### config.mk
export PLATFORM = sky130hd
export DESIGN_NAME = s5_tsd_sequencer
export DESIGN_NICKNAME = d
export VERILOG_FILES = /design/src/rtl/s5_tsd_pkg.sv /design/src/rtl/s5_tsd_clk_div.sv /design/src/rtl/s5_tsd_sequencer.sv
export SDC_FILE = /design/constraint.sdc
export NUM_CORES = 1
export LEC_CHECK = 0
export CAP_MARGIN = 20
export CELL_PAD_IN_SITES_DETAIL_PLACEMENT = 0
export CELL_PAD_IN_SITES_GLOBAL_PLACEMENT = 1
export CORE_MARGIN = 2
export CORE_UTILIZATION = 44
export CTS_CLUSTER_DIAMETER = 80
export DETAILED_ROUTE_END_ITERATION = 8
export PLACE_DENSITY_LB_ADDON = 0.1
export SYNTH_ARGS = -nofsm -noshare
export SYNTH_HDL_FRONTEND = slang
export SYNTH_SLANG_ARGS = --single-unit
### constraint.sdc
create_clock -name clk -period 3.6 [get_ports clk]
set_input_delay 0.54 -clock clk [delete_from_list [all_inputs] [get_ports clk]]
set_output_delay 0.54 -clock clk [all_outputs]
set_load 0.05 [all_outputs]
### src/rtl/s5_tsd_pkg.sv
// s5_tsd_pkg: shared state type, constants and saturation helper for the TSD sequencer
package s5_tsd_pkg;
  typedef enum logic [1:0] {S_IDLE, S_CLEAR, S_CONVERT, S_HOLDOFF} tsd_state_e;
  localparam int DEF_OFFSET = 133;
  localparam logic [7:0] BAD_CODE = 8'hFF;
  function automatic logic [7:0] sat8(input logic signed [9:0] v);
    return (v > 10'sd127) ? 8'h7F : (v < -10'sd128) ? 8'h80 : v[7:0];
  endfunction
endpackage

### src/rtl/s5_tsd_clk_div.sv
// s5_tsd_clk_div: divides clk into tsd_clk and flags the cycle before each tsd_clk edge
module s5_tsd_clk_div #(
  parameter int HALF_DIV = 2048
) (
  input  logic clk,
  input  logic rst_n,
  output logic tsd_clk,
  output logic rise,
  output logic fall
);
  localparam int CW = $clog2(HALF_DIV);
  logic [CW-1:0] cnt;
  logic wrap;
  assign wrap = cnt == CW'(HALF_DIV - 1);
  assign rise = wrap & ~tsd_clk;
  assign fall = wrap & tsd_clk;
  // half-period counter; tsd_clk toggles on the edge that ends a strobe cycle
  always_ff @(posedge clk or negedge rst_n)
    if (!rst_n) begin
      cnt <= '0;
      tsd_clk <= 1'b0;
    end else begin
      cnt <= wrap ? '0 : cnt + 1'b1;
      tsd_clk <= tsd_clk ^ wrap;
    end
endmodule

### src/rtl/s5_tsd_sequencer.sv
// s5_tsd_sequencer: drives the tsdblock ADC, screens samples and reports degrees C
module s5_tsd_sequencer import s5_tsd_pkg::*; #(
  parameter int HALF_DIV  = 2048,
  parameter int CLR_TICKS = 2,
  parameter int TIMEOUT   = 255,
  parameter int HOLDOFF   = 16,
  parameter int OFFSET    = DEF_OFFSET,
  parameter int ALARM_HI  = 85,
  parameter int ALARM_LO  = 80
) (
  input  logic       clk,
  input  logic       rst_n,
  input  logic       enable,
  output logic       tsd_clk,
  output logic       tsd_ce,
  output logic       tsd_clr,
  input  logic [7:0] tsd_out,
  input  logic       tsd_done,
  output logic [7:0] temp_c,
  output logic       temp_valid,
  output logic       over_temp,
  output logic       sample_err,
  output logic [7:0] err_count
);
  localparam int TW = 16;
  localparam logic signed [7:0] HI8 = 8'(ALARM_HI);
  localparam logic signed [7:0] LO8 = 8'(ALARM_LO);
  logic rise, fall, conv_fall, good, bad;
  logic [1:0] pol;
  logic [TW-1:0] tick, tick_nx;
  logic signed [9:0] diff;
  logic [7:0] temp_nx;
  tsd_state_e state, state_nx;
  s5_tsd_clk_div #(.HALF_DIV(HALF_DIV)) u_div (
    .clk(clk),
    .rst_n(rst_n),
    .tsd_clk(tsd_clk),
    .rise(rise),
    .fall(fall)
  );
  assign conv_fall = fall & (state == S_CONVERT);
  assign good = conv_fall & tsd_done & (tsd_out != BAD_CODE);
  assign bad = conv_fall & ~good & (tsd_done | (tick >= TW'(TIMEOUT)));
  assign diff = $signed({2'b00, tsd_out}) - $signed(10'(OFFSET));
  assign temp_nx = sat8(diff);
  // next state: sample verdicts come on fall, all other moves on rise
  always_comb begin
    state_nx = state;
    tick_nx = tick;
    if (good | bad) begin
      state_nx = S_HOLDOFF;
      tick_nx = '0;
    end else if (rise) begin
      case (state)
        S_IDLE: if (enable) begin
          state_nx = S_CLEAR;
          tick_nx = '0;
        end
        S_CLEAR: begin
          state_nx = (tick == TW'(CLR_TICKS - 1)) ? S_CONVERT : S_CLEAR;
          tick_nx = (tick == TW'(CLR_TICKS - 1)) ? '0 : tick + 1'b1;
        end
        S_CONVERT: tick_nx = (tick == '1) ? tick : tick + 1'b1;
        S_HOLDOFF: begin
          state_nx = (tick == TW'(HOLDOFF - 1)) ? S_IDLE : S_HOLDOFF;
          tick_nx = (tick == TW'(HOLDOFF - 1)) ? '0 : tick + 1'b1;
        end
      endcase
    end
  end
  // FSM state and tick counter
  always_ff @(posedge clk or negedge rst_n)
    if (!rst_n) begin
      state <= S_IDLE;
      tick <= '0;
    end else begin
      state <= state_nx;
      tick <= tick_nx;
    end
  // ADC controls move only with the tsd_clk rising edge, picking up any new polarity
  always_ff @(posedge clk or negedge rst_n)
    if (!rst_n) begin
      tsd_clr <= 1'b0;
      tsd_ce <= 1'b0;
    end else if (rise) begin
      tsd_clr <= (state_nx == S_CLEAR) ^ pol[0];
      tsd_ce <= pol[1];
    end
  // sample results, alarm hysteresis, error tracking and polarity adaptation
  always_ff @(posedge clk or negedge rst_n)
    if (!rst_n) begin
      temp_c <= '0;
      temp_valid <= 1'b0;
      over_temp <= 1'b0;
      sample_err <= 1'b0;
      err_count <= '0;
      pol <= '0;
    end else begin
      temp_valid <= good;
      if (good) begin
        temp_c <= temp_nx;
        over_temp <= ($signed(temp_nx) >= HI8) ? 1'b1 : ($signed(temp_nx) <= LO8) ? 1'b0 : over_temp;
        sample_err <= 1'b0;
      end
      if (bad) begin
        sample_err <= 1'b1;
        err_count <= err_count + {7'd0, err_count != 8'hFF};
        pol <= pol + 2'd1;
      end
    end
endmodule
After elaboration in Yosys (flattened, before gate mapping) --
Cells that the tools add are included.
Word-level totals: bits in registers 53, word-level logic and storage cells 73
Cells by class: add/sub/neg operators 5, order comparisons 5, equality and inequality tests 12, muxes and demuxes 20, bitwise operators 13, reduce and logical (&&, ||, !) cells 6
Operators with widths (count):
- 16-bit 2-to-1 mux | 6
- 16-bit case mux with 4 select lines | 1
- 16-bit by 1-bit adder with 16-bit output, second input constant | 1
- 16-bit by 1-bit equality test with 1-bit output, second input constant | 1
- 16-bit equality test, second input constant | 1
- 16-bit by 4-bit equality test with 1-bit output, second input constant | 1
- 16-bit by 8-bit greater-or-equal comparator with 1-bit output, second input constant | 1
- 8-bit 2-to-1 mux | 2
- 8-bit inequality test, second input constant | 2
- 11-bit by 1-bit adder with 11-bit output, second input constant | 1
- 11-bit equality test, second input constant | 1
- 11-bit 2-to-1 mux | 1
- 2-bit 2-to-1 mux | 5
- 9-bit by 8-bit greater-than comparator with 1-bit output, second input constant | 1
- 9-bit by 8-bit less-than comparator with 1-bit output, second input constant | 1
- 8-bit by 8-bit subtractor with 9-bit output, second input constant | 1
- 8-bit by 1-bit adder with 8-bit output | 1
- 8-bit greater-or-equal comparator, second input constant | 1
- 8-bit less-or-equal comparator, second input constant | 1
- 1-bit AND | 7
- 3-bit inequality test, second input constant | 2
- 2-bit case mux with 3 select lines | 1
- 2-bit nonzero test | 3
- 2-bit by 1-bit equality test with 1-bit output, second input constant | 2
- 9 further kinds | 16

Logic depth before layout (Yosys ltp) --
Gate-level depths: netlist of the first run.
depth in word-level cells 12, gate-level depth with buffers 14, mapped depth without buffers 12

Modules after synthesis --
Synthesis of the first run repeated with hierarchy kept, for this count alone.
Unflattened totals: cells, all modules 345, area, all modules 3179.3 µm²
By module, submodules not included:
- s5_tsd_sequencer | times used 1, cells each 295, area an instance 2616.3 µm², seq. area each 1026.0 µm²
- s5_tsd_clk_div | times used 1, cells each 50, area an instance 563.0 µm², seq. area each 300.3 µm²

Worst setup path before layout of the first run --
Ideal clock, no wire load.
path type register to register, from register u_div.cnt[0], to register err_count[6], arrival time 2.722 ns, data required time 3.459 ns, setup slack 0.737 ns, stages on the path, launching flop included 15, clock period less this slack 2.863 ns, cell sequence dfrtp_1 -> ha_1 -> nand3_1 -> nor2_1 -> and3_1 -> nand3_1 -> nor2_1 -> ha_1 -> nor3b_2 -> o31a_1 -> buf_6 -> and2_4 -> buf_6 -> nand4_1 -> xnor2_1
Between the ends: cells in the longest elaborated chain, start to end 8
RTL lines:
- start, declared | RTL line s5_tsd_clk_div.sv:12 | logic [CW-1:0] cnt;
- start signal, assigned | RTL line s5_tsd_clk_div.sv:23 | cnt <= wrap ? '0 : cnt + 1'b1;
- 11-bit equality test * | RTL line s5_tsd_clk_div.sv:14 | assign wrap = cnt == CW'(HALF_DIV - 1);
- 1-bit AND * | RTL line s5_tsd_clk_div.sv:16 | assign fall = wrap & tsd_clk;
- 1-bit AND * | RTL line s5_tsd_sequencer.sv:41 | assign conv_fall = fall & (state == S_CONVERT);
- 1-bit AND (2 in a row) | RTL line s5_tsd_sequencer.sv:42 | assign good = conv_fall & tsd_done & (tsd_out != BAD_CODE);
- 1-bit NOT | RTL line s5_tsd_sequencer.sv:43 | assign bad = conv_fall & ~good & (tsd_done | (tick >= TW'(TIMEOUT)));
- 1-bit AND * (2 in a row) | RTL line s5_tsd_sequencer.sv:43
- end signal, assigned | RTL line s5_tsd_sequencer.sv:107 | err_count <= err_count + {7'd0, err_count != 8'hFF};
- end, declared | RTL line s5_tsd_sequencer.sv:23 | output logic [7:0] err_count
Mark *: on every way between the ends. The rest lies on a longest branch, timed or not. A chain may end at the register's enable or synchronous reset.

Final worst setup path of the first run --
from register u_div.cnt[0], to register err_count[5]
Same word-level chain as after synthesis.

==> results.sh, run 1 <==
export IMPL_start_kind="flop"
export IMPL_finalSetupViolCount=0
export IMPL_gp_congestion=0.802
export IMPL_syn_area_per_cell_sq_um=9.55
export IMPL_die_area_sq_um=7580
export IMPL_rows=30
export IMPL_start_util_pct=45.2
export IMPL_grt_pass1_wl_microns=11400
export IMPL_finish_utilization_pct=52.4
export IMPL_fin_tns_setup_ps=0
export IMPL_antenna_found_initial=0
export IMPL_fmax_mhz=324
export IMPL_core_sq_um=6720
export IMPL_syn_area_sq_um=3040
export IMPL_status="completed"
export IMPL_cts_buffers_inserted=5
export IMPL_cp_depth=12
export IMPL_drtIter0Drc=103
export IMPL_final_cell_count_no_fill=434
export IMPL_cts_sinks=53
export IMPL_max_stage_delay_ps=470
export IMPL_cp_num_buf_inv=0
export IMPL_layout_nets=374
export IMPL_first_pass_iters=4
export IMPL_root_buffer="clkbuf_8"
export IMPL_worstRegToRegCells=12
export IMPL_synth_fp_nets=339
export IMPL_irDropWorstVdd_uv=121
export IMPL_portBuffers=33
export IMPL_hold_ws_ps=358
export IMPL_clock_latency_ps=310
export IMPL_grt_overflow=0
export IMPL_synthCells=318
export IMPL_path_delay_family="simple AND/OR/NAND/NOR gates"
export IMPL_cp_required_ps=3850
export IMPL_drv_cap=0
export IMPL_crit_fanout=9
export IMPL_rsz0062_at_grt="false"
export IMPL_drtAntennaViolNets=0
export IMPL_dp_cells=425
export IMPL_routedWlPerCell_microns=15.2
export IMPL_placed_cell_area_sq_um=3420
export IMPL_drive_gt1_share_pct=10.2
export IMPL_vias=2433
export IMPL_ys_types=55
export IMPL_post_route_min_period_ps=3090
export IMPL_synth_enable_flop_cells=0
export IMPL_slew_headroom_pct=39.3
export IMPL_cp_arrival_ps=3330
export IMPL_wirelength_microns=6620
export IMPL_path_cells="ha_1, nand3_1, nor2_1, and3_1, nand3_1, nor2_1, ha_1, nor3b_2, o31a_1, nand2_1, nor3_1, xor2_1"
export IMPL_fp_dieH_microns=87.1
export IMPL_total_power_mw=1.01
export IMPL_grt_pass1_vias=2307
export IMPL_htreeDepth=2
export IMPL_synth_seq_cells=53
export IMPL_area_growth_pct=16.0
export IMPL_synthArstFlopShare_pct=100
export IMPL_drc=0
export IMPL_fin_crit_sh_pct=85.7
export IMPL_ctsHoldBuffers=0
export IMPL_cts_tree="yes"
export IMPL_grt_max_degree=39
export IMPL_stdcell_area_sq_um=3520
export IMPL_leakage_nw=1.56
export IMPL_die_x_microns=87.1
export IMPL_powerDensity_nw_per_um2=287
export IMPL_via_per_inst=5.61
export IMPL_ys_flop_type="dfrtp_1"
export IMPL_yosysWarnings=0
export IMPL_slew_violations=0
export IMPL_hold_path_class="primary input to asynchronous set/reset pin"
export IMPL_yosysSeqAreaShare_pct=43.7
export IMPL_ctsResizeCount=0
export IMPL_slowest_stage="o31a_1"
export IMPL_pin_count=34
export IMPL_clk_pin_slew_worst_paths_ps=100
export IMPL_fin_ws_ps=513
export IMPL_rrSetupSlack_ps=510
export IMPL_cp_end_kind="flop"
export IMPL_preCtsSetupSlack_ps=490
export IMPL_diodes=0
export IMPL_track_usage_pct=19.0
export IMPL_hold_viol_final=0
export IMPL_finClkSkew_ps=9.77
export IMPL_crit_type="flop to flop"
export IMPL_clockBufferDepth=2
export IMPL_dp_hpwl_microns=4780
export IMPL_worst_pin_slew_ps=910
export IMPL_post_cts_setup_buffers=0
==> layout make-up <==
| cell class | instances | area, sq um |
|---|---|---|
| clock buffer | 5 | 68.8 |
| clock inverter | 3 | 22.5 |
| sequential | 53 | 1330 |
| inverter | 17 | 63.8 |
| tap | 80 | 100 |
| fill | 628 | 3200 |
| timing repair buffer | 38 | 363 |
| multi-input combinational | 238 | 1580 |
==> cells in the final DEF (no fill, tap or decap), drive strengths merged, types with 11 or more instances in the layout <==
cell            n
inv            17
dfrtp          53
a21oi          11
nand3          22
o21ai          26
clkdlybuf4s50  32
nor2           23
nor3           13
nand2          33
==> synthesized netlist by cell type, drive strengths merged, types with 5 or more instances <==
cell / number / area, sq um
nand2: 33 / 126
o31ai: 5 / 51.3
dfrtp: 53 / 1330
nand3: 22 / 120
a21oi: 11 / 58.8
nand4: 9 / 56.3
o2bb2a: 5 / 60.1
xor2: 9 / 78.8
buf: 6 / 55.1
o41ai: 5 / 51.3
inv: 17 / 63.8
o21ai: 26 / 130
and3: 5 / 31.3
ha: 9 / 113
xnor2: 9 / 78.8
a21o: 5 / 37.5
nor2: 23 / 93.8
nor4: 5 / 61.3
nor3: 13 / 76.3
==> final timing paths <==
check	to	from
worst max-delay path	err_count[5]$_DFFE_PN0P_	u_div.cnt[0]$_DFF_PN0_
worst min-delay path	temp_c[6]$_DFFE_PN0P_	rst_n
worst max register to register	err_count[5]$_DFFE_PN0P_	u_div.cnt[0]$_DFF_PN0_
worst min register to register	u_div.cnt[10]$_DFF_PN0_	u_div.cnt[10]$_DFF_PN0_
max in group asynchronous	state[0]$_DFF_PN0_	rst_n
min in group clk	u_div.cnt[10]$_DFF_PN0_	u_div.cnt[10]$_DFF_PN0_
==> worst register-to-register path: stages (launching register included) <==
cell and delay [ps]:
dfrtp_1 400, ha_1 190, nand3_1 120, nor2_1 170
and3_1 210, nand3_1 130, nor2_1 200, ha_1 170
nor3b_2 330, o31a_1 470, nand2_1 220, nor3_1 250
xor2_1 160
==> state kept, by name, indices dropped and copies added, names as in the netlist <==
signal         count
tsd_ce             1
u_div.tsd_clk      1
tsd_clr            1
over_temp          1
temp_valid         1
u_div.cnt         11
state              2
temp_c             8
tick              16
err_count          8
pol                2
sample_err         1
==> cells by family after synthesis <==
family	share of synthesized area [%]
AND/OR/NAND/NOR	22.8
AO/OA/AOI/OAI	18.8
adder cells (fa/ha/maj)	3.71
flip-flops	43.7
multiplexers	1.48
buffers and inverters	4.41
XOR/XNOR	5.19
==> metal layers <==
| metal | vias up | track usage [%] | wire (microns) |
|---|---|---|---|
| met4 | 0 | 5.11 | 72 |
| met2 | 26 | 30.1 | 3170 |
| li1 | 1221 | - | - |
| met3 | 6 | 3.22 | 146 |
| met1 | 1180 | 26.9 | 3230 |
| met5 | - | 0 | 0 |
==> power breakdown <==
group	total [mW]	internal (mW)	switching, mW
Combinational	0.0706	0.0259	0.0447
Sequential	0.595	0.595	0
Clock	0.345	0.139	0.207
No activity file was read; power rests on OpenSTA's default activity.
==> run 2: changes to the inputs <==
MAX_ROUTING_LAYER = met4   (was not set)
==> results.sh, run 2 (same netlist as run 1, synthesis figures left out) <==
export IMPL_vias=2440
export IMPL_die_area_sq_um=7580
export IMPL_core_sq_um=6720
export IMPL_portBuffers=33
export IMPL_max_stage_delay_ps=470
export IMPL_largest_register_ffs=16
export IMPL_grt_pass1_vias=2306
export IMPL_mostFrequentLayoutCell="dfrtp_1"
export IMPL_routedWlPerCell_microns=15.2
export IMPL_ctsHoldBuffers=0
export IMPL_post_cts_setup_buffers=0
export IMPL_leakage_nw=1.56
export IMPL_path_cells="ha_1, nand3_1, nor2_1, and3_1, nand3_1, nor2_1, ha_1, nor3b_2, o31a_1, nand2_1, nor3_1, xor2_1"
export IMPL_slowest_stage="o31a_1"
export IMPL_cts_buffers_inserted=5
export IMPL_crit_type="flop to flop"
export IMPL_status="completed"
export IMPL_grt_max_degree=39
export IMPL_rows=30
export IMPL_clockBufferDepth=2
export IMPL_cp_arrival_ps=3330
export IMPL_fillers=628
export IMPL_regMostFlops="tick"
export IMPL_first_pass_iters=4
export IMPL_cp_num_buf_inv=0
export IMPL_htreeDepth=2
export IMPL_slew_violations=0
export IMPL_post_route_min_period_ps=3090
export IMPL_fin_crit_sh_pct=85.7
export IMPL_top_regs="tick x16, u_div.cnt x11"
export IMPL_diodes=0
export IMPL_wirelength_microns=6600
export IMPL_irDropWorstVdd_uv=121
export IMPL_fin_tns_setup_ps=0
export IMPL_clk_pin_slew_worst_paths_ps=110
export IMPL_worst_pin_slew_ps=910
export IMPL_start_util_pct=45.2
export IMPL_rsz0062_at_grt="false"
export IMPL_cp_required_ps=3850
export IMPL_multi_input_area_sq_um=1580
export IMPL_path_delay_family="simple AND/OR/NAND/NOR gates"
export IMPL_grt_overflow=0
export IMPL_finClkSkew_ps=10.1
export IMPL_fmax_mhz=324
export IMPL_powerDensity_nw_per_um2=287
export IMPL_antenna_found_initial=0
export IMPL_drtAntennaViolNets=0
export IMPL_drv_cap=0
export IMPL_clock_latency_ps=310
export IMPL_cp_end_kind="flop"
export IMPL_crit_fanout=9
export IMPL_final_seq_area_sq_um=1330
export IMPL_start_kind="flop"
export IMPL_finalSetupViolCount=0
export IMPL_cts_tree="yes"
export IMPL_ctsResizeCount=0
export IMPL_root_buffer="clkbuf_8"
export IMPL_area_growth_pct=16.0
export IMPL_die_x_microns=87.1
export IMPL_gp_congestion=0.813
export IMPL_fp_dieH_microns=87.1
export IMPL_layout_nets=374
export IMPL_drtIter0Drc=108
export IMPL_hold_viol_final=0
export IMPL_drive_gt1_share_pct=10.2
export IMPL_track_usage_pct=19.6
export IMPL_drc=0
export IMPL_dp_hpwl_microns=4780
export IMPL_grt_pass1_wl_microns=11400
export IMPL_via_per_inst=5.62
export IMPL_final_cell_mix="dfrtp_1 (53), nand2_1 (32), clkdlybuf4s50_1 (32)"
export IMPL_hold_path_class="primary input to asynchronous set/reset pin"
export IMPL_cts_sinks=53
export IMPL_pin_count=34
export IMPL_slew_headroom_pct=39.3
export IMPL_total_power_mw=1.01
[run 2: cell counts in the layout (fill, tap and decap cells not counted)]
Identical to the previous run, type by type.
[run 2: final cells by class]
class                   instances  area share [%]
multi-input cells             238            44.8
repair buffers                 38            10.3
clock buffers                   5            1.96
flip-flops and latches         53            37.7
well taps                      80            2.84
clock inverters                 3           0.640
inverters                      17            1.81
[run 2: through the flow]
step	hold WS, ps	setup WS, ps	cells	utilization, %	area, sq um
2_1_floorplan	244	737	318	-	3040
3_3_place_gp	457	555	425	50.9	3420
3_5_place_dp	467	490	425	50.9	3420
4_1_cts	380	480	433	52.3	3510
5_1_grt	422	201	434	52.4	3520
6_report	358	514	434	52.4	3520
[run 2: routing by layer]
layer	routed length [microns]	GRT usage, %	share of wire [%]
met2	3160	30.1	48
met5	0	-	0
met3	162	3.22	2.5
met4	72	5.11	1.1
met1	3200	26.9	49
[run 2: final timing paths]
| kind | start | end | slack (ps) | cells after the start |
|---|---|---|---|---|
| worst max-delay path | u_div.cnt[0]$_DFF_PN0_ | err_count[5]$_DFFE_PN0P_ | 510 | 12 |
| worst min-delay path | rst_n | temp_c[6]$_DFFE_PN0P_ | 360 | 1 |
| worst max register to register | u_div.cnt[0]$_DFF_PN0_ | err_count[5]$_DFFE_PN0P_ | 510 | 12 |
| worst min register to register | u_div.cnt[10]$_DFF_PN0_ | u_div.cnt[10]$_DFF_PN0_ | 480 | 1 |
| max in group asynchronous | rst_n | state[0]$_DFF_PN0_ | 2480 | 2 |
| min in group clk | u_div.cnt[10]$_DFF_PN0_ | u_div.cnt[10]$_DFF_PN0_ | 480 | 1 |
[run 2: where the power goes]
| group | total (mW) | internal, mW | switching [mW] |
|---|---|---|---|
| logic | 0.0703 | 0.0259 | 0.0444 |
| clock network | 0.345 | 0.139 | 0.207 |
| registers | 0.595 | 0.595 | 0 |
==> run 3: changes to the inputs <==
CAP_MARGIN = not set   (was 20)
HOLD_SLACK_MARGIN = 0.05   (was not set)
==> results.sh, run 3 (same netlist as run 1, synthesis figures left out) <==
export IMPL_antenna_found_initial=0
export IMPL_first_pass_iters=4
export IMPL_dp_hpwl_microns=4780
export IMPL_clockBufferDepth=2
export IMPL_start_kind="flop"
export IMPL_clock_latency_ps=310
export IMPL_worst_pin_slew_ps=1100
export IMPL_slew_headroom_pct=26.5
export IMPL_grt_overflow=0
export IMPL_mostFrequentLayoutCell="dfrtp_1"
export IMPL_track_usage_pct=19.6
export IMPL_vias=2433
export IMPL_post_route_min_period_ps=3080
export IMPL_pin_count=34
export IMPL_drv_cap=0
export IMPL_path_cells="ha_1, nand3_1, nor2_1, and3_1, nand3_1, nor2_1, ha_1, nor3b_2, o31a_1, nand2_1, nor3_1, xor2_1"
export IMPL_drtIter0Drc=131
export IMPL_finalSetupViolCount=0
export IMPL_rows=30
export IMPL_die_area_sq_um=7580
export IMPL_crit_fanout=9
export IMPL_wirelength_microns=6600
export IMPL_via_per_inst=5.62
export IMPL_total_power_mw=1.01
export IMPL_diodes=0
export IMPL_regMostFlops="tick"
export IMPL_grt_pass1_vias=2306
export IMPL_fillers=628
export IMPL_area_growth_pct=15.7
export IMPL_cp_end_kind="flop"
export IMPL_path_delay_family="simple AND/OR/NAND/NOR gates"
export IMPL_slew_violations=0
export IMPL_final_seq_area_sq_um=1330
export IMPL_cp_arrival_ps=3330
export IMPL_rsz0062_at_grt="false"
export IMPL_hold_path_class="primary input to asynchronous set/reset pin"
export IMPL_start_util_pct=45.2
export IMPL_fin_crit_sh_pct=85.7
export IMPL_cp_depth=12
export IMPL_routedWlPerCell_microns=15.2
export IMPL_crit_type="flop to flop"
export IMPL_cp_num_buf_inv=0
export IMPL_core_sq_um=6720
export IMPL_cts_buffers_inserted=5
export IMPL_status="completed"
export IMPL_drive_gt1_share_pct=9.92
export IMPL_fmax_mhz=324
export IMPL_root_buffer="clkbuf_8"
export IMPL_clk_pin_slew_worst_paths_ps=110
export IMPL_finish_utilization_pct=52.3
export IMPL_final_cell_mix="dfrtp_1 (53), nand2_1 (32), clkdlybuf4s50_1 (32)"
export IMPL_drtAntennaViolNets=0
export IMPL_cts_tree="yes"
export IMPL_cp_required_ps=3850
export IMPL_fp_dieH_microns=87.1
export IMPL_max_stage_delay_ps=470
export IMPL_leakage_nw=1.55
export IMPL_powerDensity_nw_per_um2=288
export IMPL_top_regs="tick x16, u_div.cnt x11"
export IMPL_ctsResizeCount=0
export IMPL_post_cts_setup_buffers=0
export IMPL_die_x_microns=87.1
export IMPL_portBuffers=33
export IMPL_drc=0
export IMPL_hold_viol_final=0
export IMPL_multi_input_area_sq_um=1580
export IMPL_htreeDepth=2
export IMPL_cts_sinks=53
export IMPL_layout_nets=373
export IMPL_finClkSkew_ps=10.2
export IMPL_slowest_stage="o31a_1"
export IMPL_grt_pass1_wl_microns=11400
export IMPL_irDropWorstVdd_uv=121
export IMPL_ctsHoldBuffers=0
export IMPL_largest_register_ffs=16
export IMPL_grt_max_degree=39
export IMPL_fin_tns_setup_ps=0
export IMPL_worstRegToRegCells=12
export IMPL_gp_congestion=0.813
run 3: cell types whose count changed in the layout (fill, tap and decap cells not counted), sizes merged:
cell,change
buf,-1
run 3: report_power, final:
group          switching (mW)  leakage, nW  internal (mW)
clock                   0.208       0.0481          0.139
combinational          0.0445        0.798         0.0259
sequential                  0        0.705          0.595
run 3: worst paths after layout:
path                                    startpoint                        to  slack, ps
setup reg to reg            u_div.cnt[0]$_DFF_PN0_  err_count[5]$_DFFE_PN0P_        520
setup / recovery            u_div.cnt[0]$_DFF_PN0_  err_count[5]$_DFFE_PN0P_        520
hold reg to reg            u_div.cnt[10]$_DFF_PN0_   u_div.cnt[10]$_DFF_PN0_        480
max in group asynchronous                    rst_n        state[0]$_DFF_PN0_       2470
hold / removal                               rst_n     temp_c[6]$_DFFE_PN0P_        360
min in group clk           u_div.cnt[10]$_DFF_PN0_   u_div.cnt[10]$_DFF_PN0_        480
run 3: area by class of cell:
class / instances / share of cell area [%]
Multi-Input combinational cell: 238 / 44.9
Sequential cell: 53 / 37.8
Timing Repair Buffer: 37 / 10.1
Tap cell: 80 / 2.85
Clock buffer: 5 / 1.96
Inverter: 17 / 1.82
Clock inverter: 3 / 0.641
run 3: metrics by stage:
stage / cells / hold slack (ps) / worst slack [ps] / area (sq um)
2_1_floorplan: 318 / 244 / 737 / 3040
3_3_place_gp: 425 / 457 / 555 / 3420
3_5_place_dp: 425 / 467 / 490 / 3420
4_1_cts: 433 / 380 / 480 / 3510
5_1_grt: 433 / 422 / 201 / 3510
6_report: 433 / 358 / 515 / 3510
run 3: routing by layer:
layer  wire, microns  global-route usage [%]  vias up
met5               0                       -        -
met4              72                    5.11        0
met3             182                    3.22        6
met2            3150                    30.1       39
met1            3200                    26.9     1172
li1                -                       -     1216
